**config.mk**
```make
export PLATFORM = sky130hd
export DESIGN_NAME = writeback_arbiter
export DESIGN_NICKNAME = d
export VERILOG_FILES = /design/src/rtl/writeback_arbiter_pkg.sv /design/src/rtl/wb_holding_slot.sv /design/src/rtl/writeback_arbiter.sv
export SDC_FILE = /design/constraint.sdc
export NUM_CORES = 1
export LEC_CHECK = 0
export ABC_AREA = 1
export CORE_MARGIN = 4
export CORE_UTILIZATION = 46
export DETAILED_ROUTE_END_ITERATION = 7
export PLACE_DENSITY = 0.83
export SETUP_SLACK_MARGIN = 0.15
export SYNTH_ARGS = -nofsm -noshare
export SYNTH_HDL_FRONTEND = slang
export SYNTH_SLANG_ARGS = --single-unit
```
**constraint.sdc**
```tcl
create_clock -name In_Clock -period 3.2 [get_ports In_Clock]
set_input_delay 0.96 -clock In_Clock [delete_from_list [all_inputs] [get_ports In_Clock]]
set_output_delay 0.96 -clock In_Clock [all_outputs]
set_load 0.01 [all_outputs]
```
**src/rtl/writeback_arbiter_pkg.sv**
```systemverilog
// writeback_arbiter_pkg: shared constants and helpers for the write-back arbiter
package writeback_arbiter_pkg;
  localparam logic GRANT_ALU = 1'b0;
  localparam logic GRANT_MEM = 1'b1;
  function automatic int addr_width(input int n);
    return n > 1 ? $clog2(n) : 1;
  endfunction
endpackage

```
**src/rtl/wb_holding_slot.sv**
```systemverilog
// wb_holding_slot: one-entry write-back buffer with ready generation and clear-on-grant
module wb_holding_slot #(
  parameter int AW = 5,
  parameter int DW = 32
) (
  input  logic          clk,
  input  logic          rst_n,
  input  logic          valid,
  input  logic [AW-1:0] address,
  input  logic [DW-1:0] data,
  input  logic          clear,
  output logic          ready,
  output logic          full,
  output logic [AW-1:0] q_address,
  output logic [DW-1:0] q_data
);
  typedef struct packed {
    logic          full;
    logic [AW-1:0] address;
    logic [DW-1:0] data;
  } slot_t;
  slot_t slot;
  // a slot drained this cycle can refill on the same edge
  assign ready = !slot.full || clear;
  assign full = slot.full;
  assign q_address = slot.address;
  assign q_data = slot.data;
  always_ff @(posedge clk or negedge rst_n)
    if (!rst_n) slot <= '0;
    else if (valid && ready) slot <= '{1'b1, address, data};
    else if (clear) slot.full <= 1'b0;
endmodule

```
**src/rtl/writeback_arbiter.sv**
```systemverilog
// writeback_arbiter: round-robin merge of ALU and load write-backs into one registered write
module writeback_arbiter
  import writeback_arbiter_pkg::*;
#(
  parameter int P_BitWidth = 32,
  parameter int P_DataWidth = 32,
  parameter int P_ZeroReg = 1,
  localparam int AW = addr_width(P_BitWidth)
) (
  input  logic                   In_Clock,
  input  logic                   In_Reset_n,
  input  logic                   In_AluValid,
  input  logic [AW-1:0]          In_AluAddress,
  input  logic [P_DataWidth-1:0] In_AluData,
  output logic                   Out_AluReady,
  input  logic                   In_MemValid,
  input  logic [AW-1:0]          In_MemAddress,
  input  logic [P_DataWidth-1:0] In_MemData,
  output logic                   Out_MemReady,
  output logic [AW-1:0]          Out_Address,
  output logic                   Out_Enable,
  output logic [P_DataWidth-1:0] Out_Data,
  output logic                   Out_Grant
);
  localparam logic ZERO_SKIP = P_ZeroReg != 0;
  logic alu_full, mem_full, gnt_alu, gnt_mem, last;
  logic [AW-1:0] alu_addr, mem_addr, sel_addr;
  logic [P_DataWidth-1:0] alu_data, mem_data, sel_data;
  wb_holding_slot #(.AW(AW), .DW(P_DataWidth)) u_alu (
    .clk(In_Clock), .rst_n(In_Reset_n), .valid(In_AluValid), .address(In_AluAddress),
    .data(In_AluData), .clear(gnt_alu), .ready(Out_AluReady), .full(alu_full),
    .q_address(alu_addr), .q_data(alu_data)
  );
  wb_holding_slot #(.AW(AW), .DW(P_DataWidth)) u_mem (
    .clk(In_Clock), .rst_n(In_Reset_n), .valid(In_MemValid), .address(In_MemAddress),
    .data(In_MemData), .clear(gnt_mem), .ready(Out_MemReady), .full(mem_full),
    .q_address(mem_addr), .q_data(mem_data)
  );
  // on a tie the source not granted last wins
  always_comb begin
    gnt_mem = mem_full && (!alu_full || last == GRANT_ALU);
    gnt_alu = alu_full && !gnt_mem;
    sel_addr = gnt_mem ? mem_addr : alu_addr;
    sel_data = gnt_mem ? mem_data : alu_data;
  end
  always_ff @(posedge In_Clock or negedge In_Reset_n)
    if (!In_Reset_n) begin
      Out_Enable <= 1'b0;
      Out_Address <= '0;
      Out_Data <= '0;
      Out_Grant <= GRANT_ALU;
      last <= GRANT_ALU;
    end else if (gnt_alu || gnt_mem) begin
      Out_Enable <= !(ZERO_SKIP && sel_addr == '0);
      Out_Address <= sel_addr;
      Out_Data <= sel_data;
      Out_Grant <= gnt_mem ? GRANT_MEM : GRANT_ALU;
      last <= gnt_mem ? GRANT_MEM : GRANT_ALU;
    end else Out_Enable <= 1'b0;
endmodule

```
==> results of run 1 <==
==> cells in the mapped netlist (all sizes together) <==
library cell,count
nand3b,1
clkbuf,4
o21ai,7
or2,1
inv,16
buf,28
o211ai,6
nor2,17
nand3,90
dfrtp,115
nand2,235
clkinv,1
a21oi,13
==> where the power goes <==
| part | total (mW) | switching (mW) | internal, mW |
|---|---|---|---|
| Clock | 1.84 | 0.632 | 1.21 |
| Combinational | 2.19 | 1.25 | 0.936 |
| Sequential | 2.39 | 0.340 | 2.06 |
| Total | 6.43 | 2.23 | 4.20 |
==> metal layers <==
metal,vias up,share of wire
met2,172,0.50
li1,1935,-
met3,24,0.067
met1,1962,0.42
met4,0,0.020
met5,-,0
==> worst paths after layout <==
kind / end / slack, ns / cells after the start
min: Out_Data[7] / 0.40 / 1
min reg2reg: u_mem.q_address[2] / 0.47 / 2
max: Out_AluReady / 0.41 / 5
max reg2reg: u_alu.q_data[1] / 1.14 / 9
min in group In_Clock: u_mem.q_address[2] / 0.47 / 2
max in group asynchronous: u_mem.q_data[31] / 1.98 / 2
==> critical path, stage by stage (launching register included) <==
cell and delay, ns:
dfrtp_1 0.40, nand2_2 0.12, nand2_4 0.13, inv_2 0.05
nand2_2 0.08, clkdlybuf4s50_1 0.55
==> logic make-up (layout without fill, tap and decap cells) <==
family	count (synthesis)	after routing
AND/OR/NAND/NOR	344	344
buffers and inverters	49	177
flip-flops	115	115
AO/OA/AOI/OAI	26	26
==> sequential cells by signal, indices dropped and copies added, names as in the netlist <==
signal and cells:
Out_Enable 1, last 1, u_mem.q_data 32, Out_Address 5, Out_Data 32, u_alu.q_address 5, u_mem.q_address 5, u_mem.full 1
u_alu.full 1, u_alu.q_data 32
==> layout make-up <==
class / count / share of cell area
clock buffers: 20 / 0.06806
inverters: 17 / 0.009750
multi-input cells: 370 / 0.2399
repair buffers: 129 / 0.1965
clock inverters: 11 / 0.02065
well taps: 133 / 0.02543
flip-flops and latches: 115 / 0.4397
==> impl_results.md, run 1 <==
* P_leak at approximately 3.2 nW
* Worst-path clk slew at 0.06 ns
* DRC Markers at 0
* Largest net degree at the start of global routing at 83
* Row cnt at 36
* Post-DP HPWL at around 8.4 mm
* Status: finished clean
* Hold buffers post-CTS at 0
* Initial antenna violation count at 0
* Mux cell area share after synthesis at 0
* Final Max Tran Viols at 0
* Worst reg2reg path startpoint: u_alu.full
* Grt peak-use layer: met2
* Register area at 2878 µm²
* Dpl ws at approximately 0.83 ns
* Xor and xnor area share after synthesis at 0
* Placed insts at 764
* Final Util at 0.6635
* Startpoint Class: register
* Die Footprint at about 12000 µm²
* Unrepaired setup endpoints after global routing: false
* WHS at 0.4016 ns
* Proportion of layout cells with a drive suffix above 1 at 0.07402
* Yosys warnings at 0
* Skew final at 0.004215 ns
* CTS Buffer Depth at 2
* Setup ws final at 0.4143 ns
* Total negative slack at 0 ns
* Synth Area in Compound Gates at 0.03096
* First-pass GRT wire length at 20.72 mm
* Fraction of the mapped netlist area in simple logic gates at 0.3040
* WL per Instance at between 15 and 20 µm
* Starting Density at 0.4753
* Drt via density at about 5
* DP Area at approximately 6000 µm²
* Die height at ~110 µm
* H-tree depth at 4
* CTS buffer count at 17
* Synthesized area per cell at 8.779 µm²
* Clk root buf: clkbuf_8
* Post-layout nets at 728
* Post-route cell area at roughly 6500 µm²
* I/O pins at 119
* Fmax at 0.3590 GHz
* Maximum vdd drop at 0.0005642 V
* Minimum clock period at 2.786 ns
* Final setup fails at 0
* GR Util met1 at 0.2977
* Worst-Margin Slew at just under 0.7 ns
* Post-Synthesis Net Count at around 610
* Port Buf Inserts at 118
* Core footprint at about 10000 µm²
* CTS tree: yes
* Final Total Pwr at 6.429 mW
* N_diodes at 0
* Met2 Track Usage GR at 0.3772
* Met3 Usage GRT at 0.04381
* Routability cong. at 0.8193
* Worst EP arrival at between 1.5 and 2 ns
* Routed WL at 12.75 mm
* Setup crit end kind: output port
* Crit path max fanout at 9
* Yosys cell types at 19
* CP required at 2.24 ns
* Vias in the first global route at 4157
* Final worst-path cycle share at 0.8705
* # clock sinks at 115
* Antenna-violating nets left at 0
* Area leader, netlist: dfrtp_1
* Max Cap Viol at 0
* Final cell count without fillers at 795
* GR Util All Layers at 0.2293
* 1st-iter DRT viols at 247
* Multi-input gate area at 1570 µm²
* P&R area growth vs syn at 39.61%
* Die width at 109.0 µm
* Synth top area share at 0.6138
* HP Class: input port to asynchronous set/reset pin
* Routed vias at around 4100
* Critical path origin: u_alu.full
* Crit path kind: register to output port
* Postcts setup bufs at 0
* Clock Latency Late Sink at roughly 0.50 ns
* Pwr dens at 982.3 nW/µm²
* Final Hold Vio Count at 0
* Yosys reg bits at 115
* Grt ovf at 0
* Post-Synthesis Cells at about 530
* Area contributors post-synth: dfrtp_1 (61%), nand2_1 (18%), nand3_1 (9.6%)
* DRT Pass-1 Iters at 4
* Commonest non-fill, non-tap cell in the layout: nand2_1
* Commonest non-fill, non-tap cells in the layout: nand2_1 (231), clkdlybuf4s50_1 (117), dfrtp_1 (115)
* Post-synthesis adder-cell area fraction at 0
* # fillers at 738
* Mapped cell area at 4688 µm²
* Largest family of logic cells by synthesized area: simple AND/OR/NAND/NOR gates
* Rel. slew slack at 0.5423
* Post_cts resized at 0
* Sequential fraction of the synthesis area at 0.6138
Power figures use the tool's default switching activity.
==> inputs of run 2 (changes only) <==
--- a/config.mk
+++ b/config.mk
@@ -11,2 +11,3 @@
 export DETAILED_ROUTE_END_ITERATION = 7
+export GPL_ROUTABILITY_DRIVEN = 0
 export PLACE_DENSITY = 0.83
==> constraint.sdc (replaced) <==
create_clock -name In_Clock -period 2.95 [get_ports In_Clock]
set_input_delay 0.295 -clock In_Clock [delete_from_list [all_inputs] [get_ports In_Clock]]
set_output_delay 0.295 -clock In_Clock [all_outputs]
set_load 0.01 [all_outputs]
==> run 2 against run 1 <==
  * Sequential power grew 8%
  * Highest routed layer unchanged
  * Hold slack got worse by 0.062 ns
  * Non-clock buffer count is 1 lower
  * Largest cell class unchanged
  * Die area did not move
==> impl_results.md, run 2 (synthesis results as in run 1) <==
* Register area at 2878 µm²
* P&R area growth vs syn at 38.32%
* Setup crit end kind: output port
* Commonest non-fill, non-tap cells in the layout: nand2_1 (231), clkdlybuf4s50_1 (117), dfrtp_1 (115)
* Bufs and invs on worst path at 2
* Crit path max fanout at 11
* Startpoint Class: register
* Core footprint at between 9000 and 10000 µm²
* WHS at 0.3399 ns
* Worst-path cell chain: nand2_2 > nand2_4 > inv_2 > nand2_2 > clkdlybuf4s50_1
* Final Max Tran Viols at 0
* Worst EP arrival at 2.02 ns
* WHS Path Cells at 3
* Crit-path leading delay family: buffers and inverters
* Routed WL at around 13 mm
* CP max stage cell: clkdlybuf4s50_1
* Final Hold Vio Count at 0
* Total negative slack at 0 ns
* Skew final at ~0.0074 ns
* Die width at 109.0 µm
* Largest stage delay, worst path at 0.62 ns
* Rel. slew slack at 0.3930
* CTS buffer count at 17
* Post-layout nets at a little over 700
* H-tree depth at 4
* Row cnt at 36
* Post_cts resized at 0
* Clock Latency Late Sink at 0.50 ns
* DP Area at 5949 µm²
* Starting Density at 0.4753
* GR Util met1 at 0.2819
* Worst r2r path cells at 7
* Die height at 109.0 µm
* Commonest non-fill, non-tap cell in the layout: nand2_1
* P_leak at 3.160 nW
* Final worst-path cycle share at 0.7859
* Minimum clock period at around 2.3 ns
* Grt peak-use layer: met2
* Pwr dens at 1052 nW/µm²
* Final setup fails at 0
* First-pass GRT wire length at 20.72 mm
* Crit path depth at 5
* I/O pins at 119
* GR Util All Layers at 0.2271
* WL per Instance at 16.39 µm
* Multi-input gate area at roughly 1600 µm²
* Met3 Usage GRT at 0.05625
* DRT Pass-1 Iters at 6
* Post-route cell area at around 6500 µm²
* Clk root buf: clkbuf_8
* Grt ovf at 0
* Port Buf Inserts at between 100 and 150
* CP required at 2.65 ns
* Fmax at 0.4313 GHz
* Largest net degree at the start of global routing at 62
* Unrepaired setup endpoints after global routing: false
* 1st-iter DRT viols at 264
* Antenna-violating nets left at 0
* Proportion of layout cells with a drive suffix above 1 at 0.06515
* Die Footprint at ~12000 µm²
* Crit path kind: register to output port
* Routed vias at 4136
* Worst-Margin Slew at 0.9073 ns
* Final Total Pwr at 6.820 mW
* Post-DP HPWL at 8.406 mm
* # clock sinks at 115
* Drt via density at 5.216
* HP Class: input port to register
* Met2 Track Usage GR at 0.3842
* Status: finished clean
* CTS Buffer Depth at 2
* CTS tree: yes
* # fillers at approximately 770
* Final Util at 0.6574
* Initial antenna violation count at 0
* Cell mode on critical path: nand2_2
* N_diodes at 0
* Worst-path clk slew at around 0.050 ns
* Max Cap Viol at 0
* Vias in the first global route at roughly 4300
* DRC Markers at 0
* Maximum vdd drop at between 0.0004 and 0.0005 V
[run 2: final cells by class]
type,count,area share
sequential,115,0.4438
multi-input combinational,370,0.2421
timing repair buffer,128,0.1976
clock buffer,24,0.07254
tap,133,0.02566
inverter,17,0.009840
clock inverter,6,0.008489
[run 2: worst min-delay path, cell delays in order]
cell and delay [ns]:
clkdlybuf4s50_1 0.39, nand3_1 0.07, nand2_1 0.05
[run 2: final timing paths]
path / from / to / slack, ns
max: u_alu.full / Out_AluReady / 0.63
min reg2reg: u_mem.q_data[30] / u_mem.q_data[30] / 0.47
min in group asynchronous: In_Reset_n / u_mem.q_data[1] / 0.37
max reg2reg: u_alu.full / u_alu.q_data[20] / 0.92
min: In_MemData[26] / u_mem.q_data[26] / 0.34
max in group asynchronous: In_Reset_n / Out_Data[18] / 1.79
[run 2: what timing repair did]
| action | in CTS | in global routing |
|---|---|---|
| setup buffers | 0 | 0 |
| hold endpoints to repair | 54 | 0 |
| hold buffers | 1 | 0 |
[run 2: stage by stage]
| step | std cells | setup WS (ns) |
|---|---|---|
| after floorplan | 534 | 1.563 |
| after global placement | 762 | 1.119 |
| after detailed placement | 762 | 0.9929 |
| after CTS | 793 | 0.6256 |
| after global routing | 793 | 0.5310 |
| final | 793 | 0.6317 |
[run 2: per-layer routing]
| metal | up-vias | part of all wire |
|---|---|---|
| met3 | 27 | 0.079 |
| met4 | 0 | 0.020 |
| met2 | 191 | 0.51 |
| met5 | - | 0 |
| li1 | 1931 | - |
| met1 | 1987 | 0.39 |
[run 2: report_power, final]
part	switching, mW	internal, mW	leakage (nW)
sequential	0.361	2.23	1.39
combinational	1.39	1.02	1.50
clock	0.663	1.16	0.264
==> inputs of run 3 (changes only) <==
- CORE_UTILIZATION: 46 -> 44
- clock period: 2.95 -> 1.91 ns (I/O delays scaled with it)
==> run 3 against run 2 <==
  * Worst setup slack worse by 0.43 ns
  * Non-clock buffer count rose by 12
  * Die area increased by 4.2%
  * Clock skew rose by 0.0017 ns
  * Sequential power grew 54%
  * Wire length shrank 2.0%
  * Global-route usage shrank 1.5 points
  * Sequential share of layout area decreased by 1.3 points
  * Cell count up 1.9%
  * Critical endpoint is now Out_MemReady
  * Highest routed layer unchanged
==> impl_results.md, run 3 (synthesis results as in run 1) <==
* Status: finished clean
* Post-DP HPWL at a little under 9 mm
* Die height at roughly 110 µm
* Rel. slew slack at 0.6857
* CTS Buffer Depth at 2
* Final Hold Vio Count at 0
* Grt ovf at 0
* WL per Instance at 15.77 µm
* CP required at 1.72 ns
* Crit path kind: register to output port
* Die width at roughly 110 µm
* H-tree depth at 4
* P_leak at 3.261 nW
* Max Cap Viol at 0
* Proportion of layout cells with a drive suffix above 1 at 0.09226
* Final Util at 0.6452
* # clock sinks at 115
* First-pass GRT wire length at around 21 mm
* Commonest non-fill, non-tap cells in the layout: nand2_1 (230), clkdlybuf4s50_1 (115), dfrtp_1 (114)
* Starting Density at 0.4521
* Minimum clock period at 1.706 ns
* CTS buffer count at 17
* Post-layout nets at 739
* CTS tree: yes
* Total negative slack at 0 ns
* Die Footprint at 12370 µm²
* Routed WL at 12.75 mm
* Worst r2r path cells at 9
* Core footprint at 10370 µm²
* Setup crit end kind: output port
* Unrepaired setup endpoints after global routing: true
* P&R area growth vs syn at 42.70%
* I/O pins at 119
* Initial antenna violation count at 0
* Crit path max fanout at 4
* Clk root buf: clkbuf_8
* Startpoint Class: register
* Final Max Tran Viols at 0
* Vias in the first global route at 4201
* Routed vias at 4086
* Largest net degree at the start of global routing at 55
* Drt via density at 5.057
* Commonest non-fill, non-tap cell in the layout: nand2_1
* Maximum vdd drop at 0.0008333 V
* Row cnt at 37
* Port Buf Inserts at 118
* DRC Markers at 0
* DRT Pass-1 Iters at 6
* Worst-Margin Slew at 0.4707 ns
* HP Class: input port to asynchronous set/reset pin
* Skew final at 0.009023 ns
* 1st-iter DRT viols at 291
* Worst-path clk slew at about 0.05 ns
* Final setup fails at 0
* N_diodes at 0
* Pwr dens at 1669 nW/µm²
* Antenna-violating nets left at 0
* Final Total Pwr at 11.17 mW
* Worst EP arrival at 1.51 ns
* Final worst-path cycle share at 0.8931
* Fmax at 0.5862 GHz
* GR Util All Layers at 0.2125
* Register-to-Register Setup Slack at 0.31 ns
* Clock Latency Late Sink at about 0.5 ns
==> run 3: through the flow <==
stage               hold slack (ns)  setup WS [ns]  instances  cell area, µm²
finish                       0.1800         0.2042        808            6690
global route                 0.2197         0.1345        808            6690
CTS                          0.1876         0.1589        807            6680
detailed placement           0.1702         0.3422        775            6028
global placement             0.1628         0.3707        775            6028
floorplan                   -0.1046         0.5887        534            4688
==> run 3: report_power, final <==
group	internal (mW)	leakage (nW)	switching [mW]	total (mW)
Clock	2.33	0.309	1.04	3.37
Combinational	1.65	1.56	2.15	3.80
Sequential	3.44	1.39	0.552	4.00
Total	7.42	3.26	3.75	11.2
==> run 3: worst paths after layout <==
path	from	to
max in group asynchronous	In_Reset_n	u_alu.q_data[2]
setup / recovery	u_alu.full	Out_MemReady
hold / removal	In_Reset_n	Out_Data[14]
setup reg to reg	u_alu.full	u_alu.q_data[20]
hold reg to reg	u_mem.q_address[1]	u_mem.q_address[1]
min in group In_Clock	In_MemData[30]	u_mem.q_data[30]
==> run 3: layout make-up <==
cell class / instances / area, µm²
clock buffer: 20 / 455.4
clock inverter: 10 / 180.2
fill: 861 / 3680
inverter: 17 / 63.81
multi-input combinational: 370 / 1573
sequential: 115 / 2879
tap: 136 / 170.2
timing repair buffer: 140 / 1369
==> run 3: per-layer routing <==
metal | share of wire | global-route usage
met2 | 0.52 | 0.3683
met1 | 0.41 | 0.2715
met4 | 0.010 | 0.05191
met3 | 0.056 | 0.04694
met5 | 0 | 0
==> run 3: worst max-delay path, cell delays in order, from the launching register on <==
cell and delay [ns]:
dfrtp_1 0.42, nand2_2 0.13, inv_1 0.07, nand2_2 0.11, dlygate4sd2_1 0.29
==> run 3: repair_timing <==
item / in CTS / in global routing
hold buffers: 1 / 0
endpoints found under the hold margin: 31 / 0
setup buffers: 1 / 1
endpoints found under the setup margin: 2 / 3
resized for setup: 3 / 4
pin swaps: 1 / 0
